`src/rtl/pwm_capture.sv`:
```
// PWM capture: measures period and high time of an async PWM input in clk cycles.
// Emits a one-cycle valid per completed period and flags a stuck input.
module pwm_capture #(
  parameter int unsigned N           = 32,
  parameter int unsigned SYNC_STAGES = 2,
  parameter int unsigned TIMEOUT     = 1000000
) (
  input  logic         clk,
  input  logic         rst_n,
  input  logic         pwm_in,
  input  logic         enable,
  output logic [N-1:0] period_out,
  output logic [N-1:0] high_out,
  output logic         valid,
  output logic         stuck_high,
  output logic         stuck_low
);

  localparam logic [N-1:0] TO  = N'(TIMEOUT);
  localparam logic [N-1:0] ONE = N'(1);

  typedef enum logic [1:0] {
    IDLE,
    ARM,
    HIGH,
    LOW
  } state_t;

  state_t state;
  state_t state_nxt;

  logic [SYNC_STAGES-1:0] sync_q;
  logic                   s;
  logic                   s_d;
  logic                   rise;
  logic                   fall;
  logic                   to_hit;

  logic [N-1:0] cnt;
  logic [N-1:0] high_lat;

  logic cnt_clr;
  logic cnt_one;
  logic cnt_inc;
  logic lat_ld;
  logic meas_ld;
  logic flag_set;
  logic flag_clr;

  always_ff @(posedge clk or negedge rst_n) begin
    if (!rst_n) begin
      sync_q <= '0;
      s_d    <= 1'b0;
    end else begin
      sync_q <= {sync_q[SYNC_STAGES-2:0], pwm_in};
      s_d    <= s;
    end
  end

  assign s      = sync_q[SYNC_STAGES-1];
  assign rise   = s & ~s_d;
  assign fall   = ~s & s_d;
  assign to_hit = (cnt == TO);

  always_ff @(posedge clk or negedge rst_n) begin
    if (!rst_n) begin
      state <= IDLE;
    end else begin
      state <= state_nxt;
    end
  end

  always_comb begin
    state_nxt = state;
    if (!enable) begin
      state_nxt = IDLE;
    end else begin
      unique case (state)
        IDLE: state_nxt = ARM;
        ARM: begin
          if (rise) state_nxt = HIGH;
        end
        HIGH: begin
          if (fall)        state_nxt = LOW;
          else if (to_hit) state_nxt = ARM;
        end
        LOW: begin
          if (rise)        state_nxt = HIGH;
          else if (to_hit) state_nxt = ARM;
        end
      endcase
    end
  end

  // An edge in ARM restarts the timeout window so cnt never passes TIMEOUT.
  always_comb begin
    cnt_clr  = 1'b0;
    cnt_one  = 1'b0;
    cnt_inc  = 1'b0;
    lat_ld   = 1'b0;
    meas_ld  = 1'b0;
    flag_set = 1'b0;
    flag_clr = 1'b0;
    if (!enable) begin
      cnt_clr  = 1'b1;
      flag_clr = 1'b1;
    end else begin
      unique case (state)
        IDLE: cnt_clr = 1'b1;
        ARM: begin
          if (rise || fall) begin
            cnt_one = 1'b1;
          end else if (to_hit) begin
            cnt_clr  = 1'b1;
            flag_set = 1'b1;
          end else begin
            cnt_inc = 1'b1;
          end
        end
        HIGH: begin
          if (fall) begin
            lat_ld  = 1'b1;
            cnt_inc = 1'b1;
          end else if (to_hit) begin
            cnt_clr  = 1'b1;
            flag_set = 1'b1;
          end else begin
            cnt_inc = 1'b1;
          end
        end
        LOW: begin
          if (rise) begin
            meas_ld  = 1'b1;
            flag_clr = 1'b1;
            cnt_one  = 1'b1;
          end else if (to_hit) begin
            cnt_clr  = 1'b1;
            flag_set = 1'b1;
          end else begin
            cnt_inc = 1'b1;
          end
        end
      endcase
    end
  end

  always_ff @(posedge clk or negedge rst_n) begin
    if (!rst_n) begin
      cnt        <= '0;
      high_lat   <= '0;
      period_out <= '0;
      high_out   <= '0;
      valid      <= 1'b0;
      stuck_high <= 1'b0;
      stuck_low  <= 1'b0;
    end else begin
      valid <= meas_ld;
      unique case (1'b1)
        cnt_clr: cnt <= '0;
        cnt_one: cnt <= ONE;
        cnt_inc: cnt <= cnt + ONE;
        default: cnt <= cnt;
      endcase
      if (lat_ld) high_lat <= cnt;
      if (meas_ld) begin
        period_out <= cnt;
        high_out   <= high_lat;
      end
      if (flag_clr) begin
        stuck_high <= 1'b0;
        stuck_low  <= 1'b0;
      end else if (flag_set) begin
        stuck_high <= s;
        stuck_low  <= ~s;
      end
    end
  end

endmodule

```
`config.mk`:
```
export PLATFORM = sky130hd
export DESIGN_NAME = pwm_capture
export DESIGN_NICKNAME = d
export VERILOG_FILES = /design/src/rtl/pwm_capture.sv
export SDC_FILE = /design/constraint.sdc
export NUM_CORES = 1
export LEC_CHECK = 0
export ABC_CLOCK_PERIOD_IN_PS = 4500
export CAP_MARGIN = 20
export CORE_MARGIN = 4
export CORE_UTILIZATION = 35
export DETAILED_ROUTE_END_ITERATION = 16
export PLACE_DENSITY = 0.62
export SYNTH_ARGS = -nofsm -noshare
export SYNTH_HDL_FRONTEND = slang
export SYNTH_SLANG_ARGS = --single-unit
```
`constraint.sdc`:
```
create_clock -name clk -period 4.5 [get_ports clk]
set_input_delay 0.45 -clock clk [delete_from_list [all_inputs] [get_ports clk]]
set_output_delay 0.45 -clock clk [all_outputs]
set_load 0.1 [all_outputs]
```
After elaboration in Yosys (flattened, before gate mapping). Index checks and enable logic that the tools add are counted.

Muxes and demuxes: 35. Bitwise gates (word level): 4. Reductions and logical operators: 4. $add $sub $neg: 1. Equal/unequal tests: 5.

Operators by type and width (count): $pmux W32 S3 (1); $add A32 B1 Y32 const B (1); $eq A32 B20 Y1 const B (1); $mux W1 (24); $mux W2 (5); $pmux W2 S4 (1); $pmux W1 S3 (2); $eq A2 B2 Y1 const B (2); $pmux W1 S4 (1); $ne A3 B3 Y1 const B (1); $reduce_bool A3 Y1 (1); $and A1 B1 Y1 (2); $eq A2 B1 Y1 const B (1); $logic_not A2 Y1 (1); $not A1 Y1 (2); $pmux W1 S2 (1); $reduce_bool A2 Y1 (1); $logic_or A1 B1 Y1 (1).

Input port bits: 4. Register bits: 136. Word-level logic and storage cells: 59. Output and inout bits: 67.

Depth between registers and ports, before layout.
Word-level depth: 8. Gate-level depth with buffers: 7. Depth with buffers taken out: 6.

Worst setup path before layout. OpenSTA, ideal clock, no wires.

Path kind: register -> register. Start point: register cnt[0]. End point: register cnt[21]. Period minus slack after synthesis: 1.851 ns. Arrival: 1.706 ns. Required time: 4.355 ns. Path buffers: 1. Setup slack: 2.649 ns. Stages on the path, launching flop included: 8. Setup time: 0.145 ns. Cells stage by stage: dfrtp_1 -> inv_1 -> ha_1 -> nor4b_1 -> nand4_2 -> o21ai_2 -> buf_4 -> a22oi_1.

Cells in the longest elaborated chain, start to end: 6. Elaborated cells between the ends (all ways): 16. Classes of those cells: 1 x add/sub; 1 x eq/ne; 13 x mux; 1 x reduce/logical.

Ends and longest elaborated chain: from (decl) (line 39) `logic [N-1:0] cnt;`; from (signal assigned) (line 161) `cnt_inc: cnt <= cnt + ONE;`; from (signal assigned) (line 162) `default: cnt <= cnt;`; $eq A32 B20 Y1 (line 63) `assign to_hit = (cnt == TO);`; $mux W1 (line 113, 124, 136); $mux W1 (on tied branches) (line 132, 111, 121); $pmux W1 S4 or $pmux W1 S3 (tied branches) (line 108) `unique case (state)`; $mux W1 (line 104) `if (!enable) begin`; $pmux W32 S3 or $reduce_bool A3 Y1 (tied branches).

Parallel ways exist; a longest one is shown, timed or not. A chain may end at the register's enable or synchronous reset.

Worst setup path after layout.
Start point: register s_d. End point: register period_out[8].

Cells in the longest elaborated chain, start to end: 5.

Ends and longest elaborated chain: from (decl) (line 34) `logic s_d;`; from (signal assigned) (line 56) `s_d <= s;`; $not A1 Y1 (line 61) `assign rise = s & ~s_d;`; $and A1 B1 Y1 (line 61); $mux W1 (line 132) `if (rise) begin`; $mux W1 (line 108); $mux W1 (line 104); to (signal assigned) (line 166) `period_out <= cnt;`; to (decl) (line 12) `output logic [N-1:0] period_out,`.

No other way between the ends.

==> flow_summary.json <==
{
  "route.final.wire_length_um": 11900,
  "synth_edf_count": 0,
  "die-width_um": 137,
  "arrival_ns": 2.76,
  "firstDrtPassIters": 4,
  "worst_slack_ns": 2.04,
  "m1WireLength_um": 5980,
  "detailedPlace.worstSlack_ns": 1.75,
  "grt_antenna_before_repair": 0,
  "power-per-cell-area_nw_per_um2": 369,
  "std_cell_rows": 46,
  "worstSkewPairLatency_ns": 0.42,
  "min_path_type": "primary input to asynchronous set/reset pin",
  "synth.ff_latch_count": 136,
  "numPortBuffers": 70,
  "combinational_fraction_of_design_power": 0.032,
  "tritoncts.num_buffers": 17,
  "postCtsResizedCells": 0,
  "detail_route.vias_per_cell": 5.09,
  "p_sw_frac": 0.209,
  "crit_path_max_fanout": 70,
  "peakVddDrop_mv": 0.277,
  "power.net_switching_mw": 0.561,
  "cts_htree_levels": 4,
  "report.final.slew_viol_count": 0,
  "wl_per_cell_um": 15.9,
  "cts.root.buffer_cell": "sky130_fd_sc_hd__clkbuf_16",
  "startpoint_type": "flop",
  "worstPathCellList": "inv_1 > ha_1 > and2_1 > nand3_4 > mux2_1",
  "run_status": "finished, final reports clean",
  "ctsHoldBuffers": 0,
  "detail-route-antenna-nets": 0,
  "grt_pass1_vias": 3974,
  "wire_length_of_the_first_global_routing_pass_um": 20300,
  "area_delta_synth_final_pct": 24.7,
  "final_common_cell": "sky130_fd_sc_hd__dfrtp_1",
  "netlist_area_um2": 5850,
  "mappedNetlistNets": 464,
  "max_slew.worst_pin.slew_ns": 0.994,
  "globalRouteOverflowTotal": 0,
  "coreArea_um2": 16100,
  "gr-usage-all-layers": 0.139,
  "timing.critical_path.required_ns": 4.79,
  "r2r_end": "period_out[8]",
  "standard_cell_with_the_maximum_stage_delay_on_the_critical_path": "sky130_fd_sc_hd__nand3_4",
  "avgSynthCellArea_um2": 12.8,
  "worst_slew_margin_rel": 0.335,
  "setup_viol": 0,
  "ys.flop_type": "sky130_fd_sc_hd__dfrtp_1",
  "critical-path-max-stage-delay_ns": 0.73,
  "min_period_ns": 2.46,
  "met3RoutedLength_um": 524,
  "detailedPlacementHpwl_um": 7750,
  "power.internal_mw": 2.13,
  "cts.clk_slew.worst_paths_ns": 0.05,
  "pin_count": 71,
  "period_share": 0.548,
  "post-cts-setup-buffers": 0,
  "diodes": 0,
  "synth.distinct_cells": 53,
  "finalNetCount": 526,
  "starting_density": 0.363,
  "cts_tree": "done",
  "mostFrequentLayoutCells": "sky130_fd_sc_hd__dfrtp_1 (136), sky130_fd_sc_hd__clkdlybuf4s50_1 (69), sky130_fd_sc_hd__mux2_2 (67)",
  "r2r-start": "s_d",
  "worst_case_clock_skew_ns": 0.00418,
  "clkPwrFrac": 0.507,
  "ys.warnings.count": 0,
  "hold_viol_final": 0,
  "sequential_cell_area_fraction_in_the_yosys_report": 0.582,
  "post_synth_arst_share": 1.00,
  "dieArea_um2": 18800,
  "chipHeight_um": 137,
  "fillerInstances": 1469,
  "gp_routability_congestion": 0.807,
  "drive_gt1_frac": 0.211,
  "total_via_count_in_the_routed_design": 3795,
  "grt_setup_unrepaired": "no",
  "setup_tns_ns": 0,
  "first_iter_violations": 268,
  "syn-instance-count": 456,
  "endpoint_kind": "flop",
  "reported_leakage_power_nw": 3.32,
  "reg2regPathDepth": 5,
  "highest-signal-layer": "met4",
  "seq_power_share": 0.461,
  "max_freq_ghz": 0.406,
  "drv_cap": 0,
  "critical_path_class": "flop to flop",
  "met2RoutedLength_um": 5190,
  "r2r_slack_ns": 2.04,
  "pin_count_of_the_biggest_net_entering_global_routing": 92,
  "clock_sink_count": 136,
  "fin_total_pwr_mw": 2.69,
  "clock_tree.buffer_depth": 2,
  "drt_drc_violations_left": 0
}
-- synthesized netlist by cell type, drive strengths merged, types with 3 or more instances --
| cell type | n | area (um2) |
|---|---|---|
| or4 | 9 | 75.1 |
| a22oi | 11 | 92.6 |
| nand4 | 11 | 90.1 |
| o31ai | 9 | 81.3 |
| nor3 | 5 | 25.0 |
| nor4 | 5 | 31.3 |
| xor2 | 6 | 52.6 |
| a21oi | 15 | 75.1 |
| mux2 | 86 | 968 |
| and3 | 6 | 37.5 |
| xnor2 | 8 | 70.1 |
| dfrtp | 136 | 3400 |
| clkbuf | 11 | 41.3 |
| nand2 | 27 | 101 |
| nand3 | 14 | 70.1 |
| inv | 9 | 33.8 |
| nor2 | 6 | 22.5 |
| ha | 4 | 50.1 |
| and4 | 6 | 57.6 |
| or3 | 6 | 37.5 |
| buf | 20 | 114 |
| o21ai | 20 | 104 |
| nor4b | 3 | 26.3 |
-- through the flow --
step	utilization	area (um2)	instances	hold WS, ns
6_report	0.452	7290	746	0.0731
5_1_grt	0.452	7290	746	0.147
4_1_cts	0.452	7280	745	0.114
3_5_place_dp	0.416	6700	714	0.347
3_3_place_gp	0.416	6700	714	0.337
2_1_floorplan	-	5850	456	0.154
-- sequential cells by signal, summed over array words and instances, names as in the netlist --
register and cells:
period_out 32, s_d 1, state 2, cnt 32, stuck_low 1, high_lat 32
sync_q 2, stuck_high 1, high_out 32, valid 1
-- cell families after synthesis --
| kind of cell | count (synthesis) | synth area share |
|---|---|---|
| AOI/OAI and AO/OA | 68 | 0.0794 |
| and+or+nand+nor | 107 | 0.109 |
| xor gates and xnor gates | 14 | 0.0210 |
| DFF | 136 | 0.582 |
| buffers and inverters | 40 | 0.0323 |
| adders and majority gates | 4 | 0.00856 |
| muxes | 87 | 0.167 |
-- power groups by stage --
stage          Sequential, mW  Clock, mW  Combinational, mW
2_1_floorplan            1.27          0             0.0339
3_3_place_gp             1.26          0             0.0837
3_5_place_dp             1.26          0             0.0855
4_1_cts                  1.24       1.41             0.0858
5_1_grt                  1.24       1.45             0.0964
6_report                 1.24       1.36             0.0859
-- cell type report --
| type | count | area [um2] | share of cell area |
|---|---|---|---|
| inverter | 9 | 33.8 | 0.00463 |
| timing repair buffer | 74 | 739 | 0.101 |
| clock buffer | 21 | 450 | 0.0618 |
| tap | 216 | 270 | 0.0371 |
| sequential | 136 | 3400 | 0.467 |
| multi-input combinational | 280 | 2270 | 0.311 |
| clock inverter | 10 | 128 | 0.0175 |
-- per-layer routing --
layer,global-route usage,up-vias
met4,0.0543,0
met1,0.198,1912
met5,0,-
li1,-,1785
met3,0.0442,14
met2,0.195,84
-- worst max-delay path: cells and delay by family (launching register included) --
kind	cells	cell delay [ns]
adder cells (fa/ha/maj)	1	0.19
flip-flops	1	0.38
AND/OR/NAND/NOR	2	1.03
multiplexers	1	0.62
buffers and inverters	1	0.06
-- worst max path at each step --
stage / slack, ns / end / cells after the start / startpoint
detailed placement: 1.75 / period_out[8] / 3 / enable
finish: 2.04 / period_out[8] / 5 / s_d
global placement: 1.77 / period_out[8] / 3 / enable
floorplan: 2.65 / cnt[21] / 7 / cnt[0]
CTS: 1.77 / cnt[23] / 6 / cnt[0]
global route: 1.80 / period_out[8] / 4 / sync_q[1]
Note: power is estimated with default switching activity, not from simulation.
